[config.mk]
export PLATFORM = sky130hd
export DESIGN_NAME = onehot_decoder_seq
export DESIGN_NICKNAME = d
export VERILOG_FILES = /design/src/rtl/onehot_dec_pkg.sv /design/src/rtl/onehot_decoder_seq_dwell_timer.sv /design/src/rtl/onehot_decoder_seq.sv
export SDC_FILE = /design/constraint.sdc
export NUM_CORES = 1
export LEC_CHECK = 0
export ABC_AREA = 1
export ABC_CLOCK_PERIOD_IN_PS = 3200
export CAP_MARGIN = 0
export CORE_ASPECT_RATIO = 1.75
export CORE_MARGIN = 2
export CORE_UTILIZATION = 35
export CTS_CLUSTER_DIAMETER = 40
export DETAILED_ROUTE_END_ITERATION = 6
export PLACE_DENSITY = 0.57
export SYNTH_ARGS = -nofsm -noshare
export SYNTH_HDL_FRONTEND = slang
export SYNTH_SLANG_ARGS = --single-unit
[constraint.sdc]
create_clock -name clk -period 3.2 [get_ports clk]
set_input_delay 0.64 -clock clk [delete_from_list [all_inputs] [get_ports clk]]
set_output_delay 0.64 -clock clk [all_outputs]
set_load 0.1 [all_outputs]
[src/rtl/onehot_dec_pkg.sv]
// Shared types for the sequential one-hot decoder: mode/state encodings and a one-hot helper.
// Combinational helpers only; no latency, no backpressure.
package onehot_dec_pkg;

    localparam int unsigned MAX_SEL_W = 6;
    localparam int unsigned MAX_OUT_W = 1 << MAX_SEL_W;

    typedef enum logic [1:0] {
        DECODE    = 2'd0,
        SCAN_UP   = 2'd1,
        SCAN_DOWN = 2'd2,
        HOLD      = 2'd3
    } mode_e;

    typedef enum logic [1:0] {
        IDLE  = 2'd0,
        SCAN  = 2'd1,
        PAUSE = 2'd2
    } state_e;

    function automatic logic [MAX_OUT_W-1:0] onehot(input logic [MAX_SEL_W-1:0] idx);
        return MAX_OUT_W'(1) << idx;
    endfunction

endpackage

[src/rtl/onehot_decoder_seq_dwell_timer.sv]
// Dwell timer: counts enabled cycles and pulses tick when the count reaches the latched dwell.
// tick is combinational from the count; a frozen enable holds the count (no backpressure).
module dwell_timer #(
    parameter int unsigned DWELL_W = 8
) (
    input  logic               clk,
    input  logic               rst_n,
    input  logic               load,
    input  logic               enable,
    input  logic [DWELL_W-1:0] dwell,
    output logic               tick
);

    logic [DWELL_W-1:0] count;
    logic [DWELL_W-1:0] dwell_lat;

    assign tick = enable && (count == dwell_lat);

    always_ff @(posedge clk or negedge rst_n) begin
        if (!rst_n) begin
            count     <= '0;
            dwell_lat <= '0;
        end else if (load) begin
            count     <= '0;
            dwell_lat <= dwell;
        end else if (enable) begin
            count <= tick ? '0 : count + DWELL_W'(1);
        end
    end

endmodule

[src/rtl/onehot_decoder_seq.sv]
// Registered SEL_W-to-2^SEL_W one-hot decoder with autonomous up/down scan and output enable.
// Latency 1 cycle from accept; in_ready drops while a scan is running or paused.
module onehot_decoder_seq
    import onehot_dec_pkg::*;
#(
    parameter int unsigned SEL_W   = 3,
    parameter int unsigned DWELL_W = 8
) (
    input  logic                    clk,
    input  logic                    rst_n,
    input  logic                    en,
    input  logic [1:0]              mode,
    input  logic                    in_valid,
    output logic                    in_ready,
    input  logic [SEL_W-1:0]        in,
    input  logic [DWELL_W-1:0]      dwell,
    output logic [(1<<SEL_W)-1:0]   out,
    output logic [SEL_W-1:0]        out_idx,
    output logic                    wrap,
    output logic                    busy
);

    localparam int unsigned OUT_W = 1 << SEL_W;

    state_e             state, state_nxt;
    mode_e              mode_s;
    logic               dir_up, dir_up_nxt;
    logic               lit, lit_nxt;
    logic [SEL_W-1:0]   idx_nxt;
    logic [OUT_W-1:0]   out_nxt;
    logic               wrap_nxt;
    logic               scan_mode;
    logic               accept;
    logic               tick;

    assign mode_s    = mode_e'(mode);
    assign scan_mode = (mode_s == SCAN_UP) || (mode_s == SCAN_DOWN);
    assign in_ready  = (state == IDLE);
    assign busy      = (state != IDLE);
    assign accept    = in_valid && in_ready && en;

    // Timer only advances on enabled cycles that keep the scan running, so
    // both en=0 and HOLD freeze the count where it stands.
    dwell_timer #(
        .DWELL_W (DWELL_W)
    ) u_dwell_timer (
        .clk    (clk),
        .rst_n  (rst_n),
        .load   (accept && scan_mode),
        .enable (en && busy && scan_mode),
        .dwell  (dwell),
        .tick   (tick)
    );

    always_ff @(posedge clk or negedge rst_n) begin
        if (!rst_n) begin
            state <= IDLE;
        end else begin
            state <= state_nxt;
        end
    end

    always_comb begin
        state_nxt  = state;
        idx_nxt    = out_idx;
        dir_up_nxt = dir_up;
        lit_nxt    = lit;
        wrap_nxt   = 1'b0;
        if (en) begin
            case (state)
                IDLE: begin
                    if (accept && (mode_s != HOLD)) begin
                        idx_nxt = in;
                        lit_nxt = 1'b1;
                        if (scan_mode) begin
                            dir_up_nxt = (mode_s == SCAN_UP);
                            state_nxt  = SCAN;
                        end
                    end
                end
                SCAN, PAUSE: begin
                    case (mode_s)
                        DECODE:  state_nxt = IDLE;
                        HOLD:    state_nxt = PAUSE;
                        default: begin
                            // Direction comes from the latch, never from the live mode.
                            state_nxt = SCAN;
                            if (tick) begin
                                idx_nxt  = dir_up ? out_idx + SEL_W'(1) : out_idx - SEL_W'(1);
                                wrap_nxt = dir_up ? (&out_idx) : ~(|out_idx);
                            end
                        end
                    endcase
                end
                default: state_nxt = IDLE;
            endcase
        end
        // lit stays low until the first accept so reset leaves out all-zero.
        out_nxt = (en && lit_nxt) ? OUT_W'(onehot(MAX_SEL_W'(idx_nxt))) : '0;
    end

    always_ff @(posedge clk or negedge rst_n) begin
        if (!rst_n) begin
            out     <= '0;
            out_idx <= '0;
            wrap    <= 1'b0;
            dir_up  <= 1'b1;
            lit     <= 1'b0;
        end else begin
            out     <= out_nxt;
            out_idx <= idx_nxt;
            wrap    <= wrap_nxt;
            dir_up  <= dir_up_nxt;
            lit     <= lit_nxt;
        end
    end

endmodule

Yosys cells after proc, flatten, opt, wreduce, memory -nomap -nowiden
Cells that the tools add are included.
- register bits: 32
- word-level logic and storage cells: 63
- output and inout port bits: 14
- bits of input ports: 17
- muxes and demuxes: 22
- add/sub/neg operators: 3
- eq/ne operators: 9
- shifts and indexed selects: 1
- bitwise operators: 1
- reduce and logical (&&, ||, !) cells: 19
- operator list (cell ; count):
    2-to-1 mux 8 bit ; 4
    2-to-1 mux 3 bit ; 5
    adder 8 x 1 -> 8 bit (second input constant) ; 1
    == test 8 bit ; 1
    logical AND 1 bit ; 8
    2-to-1 mux 1 bit ; 8
    one-hot mux 2 bit (2 select lines) ; 2
    << shifter 1 x 3 -> 8 bit (first input constant) ; 1
    == test 2 bit (second input constant) ; 3
    one-hot mux 3 bit (2 select lines) ; 1
    AND reduction 3 bit ; 2
    == test 2 x 1 -> 1 bit (second input constant) ; 2
    logical NOT 2 bit ; 2
    2-to-1 mux 2 bit ; 2
    != test 2 x 1 -> 1 bit (second input constant) ; 2
    AND reduction 4 bit ; 1
    nonzero test 2 bit ; 2
    OR reduction 2 bit ; 2
    adder 3 x 1 -> 3 bit (second input constant) ; 1
    OR reduction 3 bit ; 1
    subtractor 3 x 1 -> 3 bit (second input constant) ; 1
    != test 2 bit (second input constant) ; 1
    logical OR 1 bit ; 1
    NOT 1 bit ; 1

Logic depth before layout (Yosys ltp)
Gate-level depths: netlist of the first run.
- depth after elaboration: 10
- gate-level depth with buffers: 14
- depth with buffers taken out: 14

Hierarchy
A second synthesis of the first run with hierarchy kept.
- cell total of the unflattened synthesis: 221
- area, all modules: 1760.4 sq um
- modules (own cells, without submodules) (module ; instances ; cells each ; area each (sq um)):
    dwell_timer ; 1 ; 113 ; 897.1
    onehot_decoder_seq ; 1 ; 108 ; 863.3

Worst setup path before layout of the first run
OpenSTA, ideal clock, no wires.
- path kind: reg-to-reg
- start point: reg state[0]
- end point: reg out[7]
- path buffers: 0
- slack: 396 ps
- cell stages (with the launch flop): 15
- setup time: 72 ps
- arrival time: 2732 ps
- cell sequence: dfrtp_1 -> inv_1 -> ha_1 -> inv_2 -> nand2_4 -> nor2_8 -> nand3_4 -> nor2_8 -> nand2_4 -> nand2_1 -> nand2_1 -> nand2_1 -> nand2_1 -> nand2_1 -> nor2_1
- elaborated cells on any way between the ends: 22
- those cells by class: eq/ne: 2; shift: 1; mux: 9; reduce/logical: 10
- RTL lines (element ; RTL line ; source):
    start, declared ; onehot_decoder_seq.sv:25 ; state_e state, state_nxt;
    start signal, assigned ; onehot_decoder_seq.sv:59 ; state <= state_nxt;
    logical NOT 2 bit (*) ; onehot_decoder_seq.sv:38 ; assign in_ready = (state == IDLE);
    named net in_ready ; onehot_decoder_seq.sv:14 ; output logic in_ready,
    logical AND 1 bit (2 in series) ; onehot_decoder_seq.sv:40 ; assign accept = in_valid && in_ready && en;
    logical AND 1 bit ; onehot_decoder_seq.sv:72 ; if (accept && (mode_s != HOLD)) begin
    2-to-1 mux 3 bit ; onehot_decoder_seq.sv:72 ;
    one-hot mux 3 bit (2 select lines) (*) ; onehot_decoder_seq.sv:70 ; case (state)
    2-to-1 mux 3 bit (*) ; onehot_decoder_seq.sv:69 ; if (en) begin
    named net idx_nxt[0] ; onehot_decoder_seq.sv:29 ; logic [SEL_W-1:0] idx_nxt;
    << shifter 1 x 3 -> 8 bit (*) ; onehot_dec_pkg.sv:22 ; return MAX_OUT_W'(1) << idx;
    2-to-1 mux 8 bit (*) ; onehot_decoder_seq.sv:99 ; out_nxt = (en && lit_nxt) ? OUT_W'(onehot(MAX_SEL_W'(idx_nxt))) : '0;
    named net out_nxt[7] ; onehot_decoder_seq.sv:30 ; logic [OUT_W-1:0] out_nxt;
    end signal, assigned ; onehot_decoder_seq.sv:110 ; out <= out_nxt;
    end, declared ; onehot_decoder_seq.sv:17 ; output logic [(1<<SEL_W)-1:0] out,
Mark *: on every way through the listed nets, which the timed path passes. The rest lies on a longest branch.
A chain may end at the register's enable or synchronous reset.

Worst setup path after layout of the first run
- start point: in mode[1]
- end point: reg out[2]
- cells in the longest elaborated chain, start to end: 10
- elaborated cells on any way between the ends: 21
- those cells by class: eq/ne: 4; shift: 1; mux: 9; reduce/logical: 7
- ends and longest elaborated chain (element ; RTL line ; source):
    start, declared ; onehot_decoder_seq.sv:12 ; input logic [1:0] mode,
    == test 2 x 1 -> 1 bit / == test 2 bit (equally long branches) ; onehot_decoder_seq.sv:37 ; assign scan_mode = (mode_s == SCAN_UP) || (mode_s == SCAN_DOWN);
    logical OR 1 bit ; onehot_decoder_seq.sv:37 ;
    logical AND 1 bit ; onehot_decoder_seq.sv:50 ; .enable (en && busy && scan_mode),
    logical AND 1 bit ; onehot_decoder_seq_dwell_timer.sv:17 ; assign tick = enable && (count == dwell_lat);
    2-to-1 mux 3 bit ; onehot_decoder_seq.sv:88 ; if (tick) begin
    2-to-1 mux 3 bit ; onehot_decoder_seq.sv:82 ; case (mode_s)
    one-hot mux 3 bit (2 select lines) (*) ; onehot_decoder_seq.sv:70 ;
    2-to-1 mux 3 bit (*) ; onehot_decoder_seq.sv:69 ;
    named net idx_nxt[1] ; onehot_decoder_seq.sv:29 ;
    << shifter 1 x 3 -> 8 bit (*) ; onehot_dec_pkg.sv:22 ;
    2-to-1 mux 8 bit (*) ; onehot_decoder_seq.sv:99 ;
    named net out_nxt[2] ; onehot_decoder_seq.sv:30 ;
Marks and branches as above.

==> qor.txt, run 1 <==
Outcome: completed
DP HPWL: 2.98 mm
Warnings from Yosys: 0
GR Overflow Total: 0
Hold path depth: 2
Clock group share of total power: 0.177
Largest net degree at the start of global routing: 33
# IOs: 31
Final worst setup slack: 0.820 ns
Slew Limit Headroom: 0.723
Clock skew: 0.00718 ns
Syn Inst Count: 222
Via Count: 1496
Commonest non-fill, non-tap cells in the layout: 72 x nand2_1, 31 x dfrtp_1, 24 x inv_1
GPL Wtd Cong: 0.804
# rows: 34
Largest delay share family, worst path: simple AND/OR/NAND/NOR gates
Synth top area share: 0.435
Top Metal Used: met4
DR iter-0 viols: 37
N_diodes: 0
Register area share after synthesis: 0.450
VDD IR max: 0.740 mV
Net count reported at finish: 281
First-pass GRT wire length: 6.99 mm
Final setup viols: 0
Crit. End Element: flip-flop
Commonest non-fill, non-tap cell in the layout: nand2_1
Die area: 5700 sq um
Seq pwr share: 0.282
Final wirelength: 3.95 mm
Number of max-cap violations: 0
Max incr delay on CP: 0.47 ns
TritonCTS Buffers: 5
CTS tree: built
Initial antenna violation count: 0
Initial Util: 0.361
Crit path kind: input pin to flip-flop
Syn_nets: 245
DR WL met3: 172 microns
Root Buffer Master: clkbuf_8
Setup TNS: 0 ns
Comb pwr share: 0.541
PwrDens: 1000 nW/um^2
Remaining DRCs: 0
Psw: 0.00115 W
Nature of the critical path startpoint: input pin
PnR Total Power: 0.00223 W
Slew @ Worst Pin: 0.416 ns
First-pass DRT Iterations: 4
Count of cell types in the netlist: 30
Die height: 98.4 microns
Vias in the first global route: 1599
Cell taking the most area after synthesis: dfrtp_1
GRT Util Overall: 0.163
Slew Limit Fails: 0
Reg2Reg Depth: 9
DP Worst Slack: 0.524 ns
FF+latch area: 802 sq um
Worst Path Max Fanout: 6
Worst Hold Class: flip-flop to flip-flop
Fill cell count: 516
Worst r2r dst: state[1]$_DFFE_PN0P_
Deepest clock path buffer count: 2
Footprint of the multi-input gates: 863 sq um
Via density: 4.78
M1 wire length: 1.40 mm
Area growth syn-to-layout: 24.8%
Critical hold path startpoint: lit$_DFF_PN0_
Post-CTS setup buffer count: 0
Cell area after synthesis: 1780 sq um
Final Hold Fails: 0
WL met2: 2.22 mm
R2R setup slack: 1.14 ns
CTS sink cnt: 32
CP max-delay cell: clkdlybuf4s50_1
RSZ-0062 raised after global routing: no
Clock latency on the worst-skew pair: 0.29 ns
Fmax: 420 MHz
Min Tclk post-route: 2.38 ns
Yosys reg bits: 32
Worst reg2reg startpoint: state[0]$_DFFE_PN0P_
PortBufs: 30
Static Leak: 1.15 nW
Die W: 58.0 microns
Hold EP: lit$_DFF_PN0_
Share of layout cells above drive strength 1: 0.170
CP bufs+invs: 2
Post_cts resized: 0
CP cell instances: clkdlybuf4s50_1 > inv_1 > ha_1 > nor2_8 > nand3_4 > nor2_8 > nand2_4 > nand2_1 > nand2_1 > nand2_1 > nand2_1 > nand2_1 > nor2_1
Clk slew on worst S/H paths: 0.07 ns
Switching share of power: 0.516
Period utilization: 0.744
P_int: 0.00108 W
Worst path arrival time: 2.57 ns
Worst EP required: 3.39 ns
Hold bufs inserted after CTS: 0
WL/cell: 12.6 microns
Htree depth: 2
Most frequent CP cell: nand2_1
Avg Inst Size Synth: 8.03 sq um
Synth area leaders: dfrtp_1 44%, nand2_1 15%, inv_1 5.1%
Post-DRT Antenna Nets: 0
Core outline area: 4930 sq um
-- worst reg2reg max path, stage by stage (launching register included) --
cell	delay (ns)
dfrtp_1	0.38
inv_1	0.08
ha_1	0.34
nand3_2	0.19
nor2_4	0.30
inv_2	0.14
or2_1	0.26
nand2_1	0.12
nand4_1	0.08
o21ai_1	0.09
-- cell families (layout without fill, tap and decap cells) --
kind of cell	Yosys count	in the layout	synth area share
adders and majority gates	6	6	0.0463
and+or+nand+nor	122	122	0.335
buffers and inverters	31	68	0.0660
AOI/OAI and AO/OA	24	24	0.0681
xor gates and xnor gates	7	7	0.0344
DFF	32	32	0.450
-- sequential cells by signal, summed over array words and instances, names as in the netlist --
name,flops
out,8
u_dwell_timer.count,8
u_dwell_timer.dwell_lat,8
out_idx,3
state,2
dir_up,1
lit,1
wrap,1
-- stage by stage --
step           hold slack (ns)  instances  utilization  area (sq um)
6_report                 0.458        313        0.451          2230
3_3_place_gp             0.439        305        0.428          2110
4_1_cts                  0.465        313        0.451          2230
5_1_grt                  0.488        313        0.451          2230
3_5_place_dp             0.447        305        0.428          2110
2_1_floorplan            0.344        222            -          1780
-- power by group through the flow --
| stage | combinational [W] | sequential [W] | clock [W] |
|---|---|---|---|
| 4_1_cts | 0.00122 | 0.000632 | 0.000403 |
| 5_1_grt | 0.00133 | 0.000652 | 0.000422 |
| 3_5_place_dp | 0.00121 | 0.000638 | 0 |
| 2_1_floorplan | 0.000725 | 0.000859 | 0 |
| 3_3_place_gp | 0.00121 | 0.000635 | 0 |
| 6_report | 0.00121 | 0.000630 | 0.000396 |
-- worst max-delay path by stage --
stage,from,endpoint,depth (start not counted)
after CTS,mode[1],state[1]$_DFFE_PN0P_,9
after detailed placement,mode[1],state[1]$_DFFE_PN0P_,9
after global routing,mode[1],state[1]$_DFFE_PN0P_,9
after global placement,mode[1],state[1]$_DFFE_PN0P_,9
final,mode[1],out[2]$_DFF_PN0_,13
after floorplan,state[0]$_DFFE_PN0P_,out[7]$_DFF_PN0_,14
-- layout make-up --
cell class	instances	area share
Multi-Input combinational cell	159	0.388
Sequential cell	32	0.360
Timing Repair Buffer	31	0.123
Inverter	29	0.0489
Clock buffer	5	0.0309
Tap cell	54	0.0304
Clock inverter	3	0.0191
-- synthesized netlist by cell type --
library cell / instances
nand2_1: 72
nand2_2: 3
a31oi_1: 1
nand3_1: 9
nor2_8: 2
nor2_2: 2
a21oi_1: 8
xnor2_1: 5
buf_2: 1
nor3_2: 1
nand3_4: 1
o21ai_1: 3
nor4_1: 1
and3_1: 1
dfrtp_1: 31
clkbuf_1: 1
nand3_2: 2
inv_2: 5
or2_1: 1
ha_1: 5
nand4_1: 4
nand2_4: 2
nor2_4: 2
fa_1: 1
nor3_1: 3
nor2_1: 16
xor2_1: 2
o21ai_0: 12
dfstp_2: 1
inv_1: 24
-- metal layers --
layer / vias up / track usage
met5: - / 0
met4: 0 / 0.0984
met3: 8 / 0.0302
met2: 45 / 0.307
met1: 674 / 0.156
li1: 769 / -
(Power assumes the default switching activity.)
==> run 2, diff against run 1 <==
ABC_CLOCK_PERIOD_IN_PS = 2100   (was 3200)
PLACE_DENSITY = 0.59   (was 0.57)
clock period = 2.1 ns   (was 3.2 ns; I/O delays follow)
==> qor.txt, run 2 (same netlist as run 1, synthesis figures left out) <==
Outcome: completed
Hold path depth: 2 (unchanged)
Remaining DRCs: 0 (unchanged)
Routing usage on met2: 0.288 (-0.0192)
Vias in the first global route: 1517 (-5.1%)
Hold EP: lit$_DFF_PN0_
Min Tclk post-route: 1.93 ns
RSZ-0062 raised after global routing: no
GR Overflow Total: 0 (unchanged)
Worst Hold Class: flip-flop to flip-flop
Crit. End Element: flip-flop
Period utilization: 0.918
# rows: 34 (unchanged)
Fmax: 519 MHz
Slew @ Worst Pin: 0.415 ns (-0.00105 ns)
Initial Util: 0.361 (unchanged)
Slew Limit Headroom: 0.723 (about the same)
WL/cell: 12.2 microns (-3.3%)
DP HPWL: 3.13 mm (+4.9%)
First-pass DRT Iterations: 4 (unchanged)
Core outline area: 4930 sq um (unchanged)
Via Count: 1535 (+2.6%)
Die W: 58.0 microns (unchanged)
GRT Util Overall: 0.161 (-0.00231)
Hold bufs inserted after CTS: 0 (unchanged)
Area growth syn-to-layout: 34.2%
Worst EP required: 2.28 ns (-1.11 ns)
Root Buffer Master: clkbuf_8
N_diodes: 0 (unchanged)
Final Hold Fails: 0 (unchanged)
Nature of the critical path startpoint: input pin
Number of max-cap violations: 0 (unchanged)
Reg2Reg Depth: 11 (+2)
Slew Limit Fails: 0 (unchanged)
Final wirelength: 4.00 mm (+1.3%)
VDD IR max: 1.24 mV (+68%)
PwrDens: 1510 nW/um^2 (+50%)
R2R setup slack: 0.29 ns (-0.85 ns)
CTS tree: built
Commonest non-fill, non-tap cell in the layout: nand2_1
Largest net degree at the start of global routing: 33 (unchanged)
Critical hold path startpoint: lit$_DFF_PN0_
Deepest clock path buffer count: 2 (unchanged)
Post_cts resized: 0 (unchanged)
Post-CTS setup buffer count: 0 (unchanged)
Clock latency on the worst-skew pair: 0.29 ns (about the same)
Global routing's busiest layer: met2
DR iter-0 viols: 30 (-19%)
First-pass GRT wire length: 6.88 mm (-1.6%)
Worst Path Max Fanout: 6 (unchanged)
TritonCTS Buffers: 5 (unchanged)
Clk slew on worst S/H paths: 0.07 ns (about the same)
# IOs: 31 (unchanged)
GPL Wtd Cong: 0.828 (+3.0%)
Die area: 5700 sq um (unchanged)
Static Leak: 1.23 nW (+6.9%)
Post-DRT Antenna Nets: 0 (unchanged)
Die height: 98.4 microns (unchanged)
Worst r2r dst: out[1]$_DFF_PN0_
Fill cell count: 500 (-3.1%)
Via density: 4.68 (-2.1%)
Crit path kind: input pin to flip-flop
Worst reg2reg startpoint: state[0]$_DFFE_PN0P_
Largest regs: out: 8 flops, u_dwell_timer.count: 8 flops, u_dwell_timer.dwell_lat: 8 flops
Final worst setup slack: 0.171 ns (-0.649 ns)
Commonest non-fill, non-tap cells in the layout: 72 x nand2_1, 29 x dfrtp_1, 28 x buf_4
Clock skew: 0.00740 ns (+0.000219 ns)
Final setup viols: 0 (unchanged)
DP Worst Slack: -0.280 ns (-0.804 ns)
PnR Total Power: 0.00361 W (+62%)
CTS sink cnt: 32 (unchanged)
Htree depth: 2 (unchanged)
GR Util met1: 0.167 (+0.0112)
Net count reported at finish: 296 (+5.3%)
Initial antenna violation count: 0 (unchanged)
Worst path arrival time: 2.11 ns (-0.46 ns)
Share of layout cells above drive strength 1: 0.230 (+0.0600)
PortBufs: 30 (unchanged)
Met3 Track Usage GR: 0.0394 (+0.00919)
==> run 2: cell types whose count changed in the layout (fill, tap and decap cells not counted), sizes merged <==
| cell | before | now |
|---|---|---|
| buf | 15 | 30 |
==> run 2: final cells by class <==
cell class	instances	area, sq um	share of cell area
inverter	29	111	0.0465
multi-input combinational	159	888	0.371
clock inverter	3	42.5	0.0178
sequential	32	805	0.336
clock buffer	5	68.8	0.0288
timing repair buffer	46	410	0.171
tap	54	67.6	0.0282
==> run 2: metal layers <==
metal,vias to the layer above,part of all wire
met2,33,0.56
met3,10,0.038
met4,0,0.035
li1,796,-
met1,696,0.36
met5,-,0
==> run 2: how the worst max path moves through the flow <==
stage / start / endpoint / slack (ns) / cells after the start
finish: mode[1] / out[1]$_DFF_PN0_ / 0.17 / 13
global route: mode[1] / out[1]$_DFF_PN0_ / 0.02 / 13
CTS: mode[1] / out[1]$_DFF_PN0_ / 0.03 / 13
detailed placement: mode[1] / out[1]$_DFF_PN0_ / -0.28 / 13
global placement: mode[1] / out[0]$_DFF_PN0_ / -0.25 / 13
floorplan: out_idx[0]$_DFF_PN0_ / out[0]$_DFF_PN0_ / 0.06 / 9
==> run 2: power by group <==
| part | internal (W) | leakage, nW | switching, W |
|---|---|---|---|
| clock | 0.000351 | 0.0541 | 0.000245 |
| combinational | 0.000665 | 0.761 | 0.00139 |
| sequential | 0.000817 | 0.411 | 0.000149 |
| total | 0.00183 | 1.23 | 0.00178 |
==> run 2: per-stage QoR <==
step                 util  instance area, sq um  TNS, ns  instances  hold slack (ns)
floorplan               -                  1800        0        222            0.124
global placement    0.460                  2270    -3.57        320            0.434
detailed placement  0.460                  2270    -3.98        320            0.438
CTS                 0.483                  2380        0        328            0.454
global route        0.485                  2390        0        328            0.487
finish              0.485                  2390        0        328            0.458
==> run 2: worst max-delay path, cell delays in order <==
cell and delay (ns):
clkdlybuf4s50_1 0.48, inv_1 0.07, ha_4 0.25, nor2_8 0.14, nand3_4 0.10, nor2_8 0.14
nand2_4 0.08, nand2_1 0.07, nand3_1 0.07, nand2_2 0.08, nand2_2 0.06, nand2_2 0.09
nor2_1 0.06
==> run 3, diff against run 2 <==
CORE_UTILIZATION = 40   (was 35)
PLACE_DENSITY = 0.66   (was 0.59)
==> qor.txt, run 3 (same netlist as run 1, synthesis figures left out) <==
Outcome: completed
# rows: 32 (-5.9%)
DP HPWL: 3.29 mm (+5.0%)
Fmax: 511 MHz (-1.5%)
Final Cell Area: 2440 sq um (+2.1%)
Worst r2r dst: out[7]$_DFF_PN0_
Seq pwr share: 0.259 (-0.008)
Deepest clock path buffer count: 2 (unchanged)
GPL Wtd Cong: 0.861 (+4.0%)
GRT Util Overall: 0.185 (+0.0241)
CTS sink cnt: 32 (unchanged)
Crit path kind: input pin to flip-flop
DP Worst Slack: -0.292 ns (-0.0124 ns)
Min Tclk post-route: 1.96 ns (+0.0284 ns)
CTS tree: built
Slew @ Worst Pin: 0.421 ns (+0.00577 ns)
Share of layout cells above drive strength 1: 0.255 (+0.0255)
TritonCTS Buffers: 5 (unchanged)
Htree depth: 2 (unchanged)
Number of max-cap violations: 0 (unchanged)
Area growth syn-to-layout: 37.1%
Initial antenna violation count: 0 (unchanged)
Worst reg2reg startpoint: state[0]$_DFFE_PN0P_
Setup TNS: 0 ns (unchanged)
Fill cell count: 412 (-18%)
Commonest non-fill, non-tap cells in the layout: 68 x nand2_1, 32 x buf_4, 29 x dfrtp_1
Die W: 54.5 microns (-6.0%)
Net count reported at finish: 300 (+1.4%)
Slew Limit Headroom: 0.719 (-0.00385)
Initial Util: 0.409 (+0.0472)
Switching share of power: 0.482 (-0.0103)
Final Hold Fails: 0 (unchanged)
First-pass DRT Iterations: 4 (unchanged)
Crit. End Element: flip-flop
Critical hold path startpoint: lit$_DFF_PN0_
DR iter-0 viols: 33 (+10%)
Clock group share of total power: 0.174 (+0.009)
First-pass GRT wire length: 6.75 mm (-1.9%)
Worst Path Max Fanout: 6 (unchanged)
Die height: 92.3 microns (-6.2%)
Psw: 0.00180 W (+1.2%)
PwrDens: 1530 nW/um^2 (+1.2%)
PortBufs: 30 (unchanged)
Nature of the critical path startpoint: input pin
Clock latency on the worst-skew pair: 0.28 ns (about the same)
N_diodes: 0 (unchanged)
Root Buffer Master: clkbuf_8
Die area: 5030 sq um (-12%)
Slew Limit Fails: 0 (unchanged)
P_int: 0.00193 W (+5.5%)
R2R setup slack: 0.24 ns (-0.05 ns)
Clock skew: 0.0114 ns (+0.00396 ns)
Largest regs: out: 8 flops, u_dwell_timer.count: 8 flops, u_dwell_timer.dwell_lat: 8 flops
Post-DRT Antenna Nets: 0 (unchanged)
Period utilization: 0.932 (+0.0135)
Worst EP required: 2.27 ns (about the same)
Vias in the first global route: 1657 (+9.2%)
WL/cell: 12.5 microns (+2.7%)
Final wirelength: 4.12 mm (+3.0%)
Commonest non-fill, non-tap cell in the layout: nand2_1
Comb pwr share: 0.567 (about the same)
Hold bufs inserted after CTS: 0 (unchanged)
Hold EP: lit$_DFF_PN0_
Worst Hold Class: flip-flop to flip-flop
Worst path arrival time: 2.13 ns (+0.02 ns)
PnR Total Power: 0.00374 W (+3.4%)
GR Overflow Total: 0 (unchanged)
Area post-placement: 2280 sq um (+0.50%)
Largest net degree at the start of global routing: 33 (unchanged)
Final worst setup slack: 0.143 ns (-0.0284 ns)
Via Count: 1592 (+3.7%)
RSZ-0062 raised after global routing: no
Final setup viols: 0 (unchanged)
Final hold slack: 0.457 ns (-0.000712 ns)
Core outline area: 4360 sq um (-12%)
Reg2Reg Depth: 14 (+3)
Hold path depth: 2 (unchanged)
Static Leak: 1.26 nW (+2.5%)
# IOs: 31 (unchanged)
Clk slew on worst S/H paths: 0.07 ns (about the same)
Remaining DRCs: 0 (unchanged)
Via density: 4.84 (+3.4%)
VDD IR max: 1.13 mV (-9.1%)
==> run 3: timing repair <==
action                                  4_1_cts  5_1_grt
buffers inserted                              0        2
endpoints found under the setup margin        0       11
resized for setup                             0        6
endpoints found under the hold margin         0        0
==> run 3: how the worst max path moves through the flow <==
stage,from,end,cells after the start
floorplan,out_idx[0]$_DFF_PN0_,out[0]$_DFF_PN0_,9
finish,mode[0],out[7]$_DFF_PN0_,12
detailed placement,mode[1],out[6]$_DFF_PN0_,13
global placement,mode[1],out[6]$_DFF_PN0_,13
global route,mode[1],out[3]$_DFF_PN0_,13
CTS,mode[1],out[6]$_DFF_PN0_,13
==> run 3: area by class of cell <==
cell class | count | area [sq um] | area share
Multi-Input combinational cell | 159 | 898 | 0.367
Sequential cell | 32 | 805 | 0.329
Timing Repair Buffer | 50 | 440 | 0.180
Inverter | 29 | 111 | 0.0455
Clock buffer | 7 | 96.3 | 0.0394
Tap cell | 51 | 63.8 | 0.0261
Clock inverter | 1 | 30.0 | 0.0123
==> run 3: routing by layer <==
| layer | up-vias | GRT usage | wire [microns] |
|---|---|---|---|
| met3 | 16 | 0.0339 | 156 |
| met2 | 48 | 0.340 | 2240 |
| li1 | 802 | - | - |
| met5 | - | 0 | 0 |
| met1 | 726 | 0.169 | 1510 |
| met4 | 0 | 0.121 | 210 |
==> run 3: power by group through the flow <==
| stage | sequential [W] | combinational, W | clock [W] |
|---|---|---|---|
| final | 0.000968 | 0.00212 | 0.000650 |
| after global routing | 0.000993 | 0.00229 | 0.000686 |
| after CTS | 0.000968 | 0.00210 | 0.000668 |
| after detailed placement | 0.000977 | 0.00209 | 0 |
| after global placement | 0.000969 | 0.00206 | 0 |
| after floorplan | 0.00131 | 0.00115 | 0 |
==> run 3: per-stage QoR <==
| step | std cells | util |
|---|---|---|
| finish | 329 | 0.560 |
| global route | 329 | 0.560 |
| CTS | 327 | 0.552 |
| detailed placement | 319 | 0.523 |
| global placement | 319 | 0.523 |
| floorplan | 222 | - |
==> run 3: critical path, stage by stage <==
cell and delay [ns]:
clkdlybuf4s50_1 0.55, ha_4 0.25, nor2_8 0.11, nand3_4 0.10, nor2_8 0.16, nand2_4 0.09, nand2_1 0.07, nand2_1 0.08
nand2_1 0.08, nand2_2 0.09, nand2_2 0.08, nor2_1 0.04
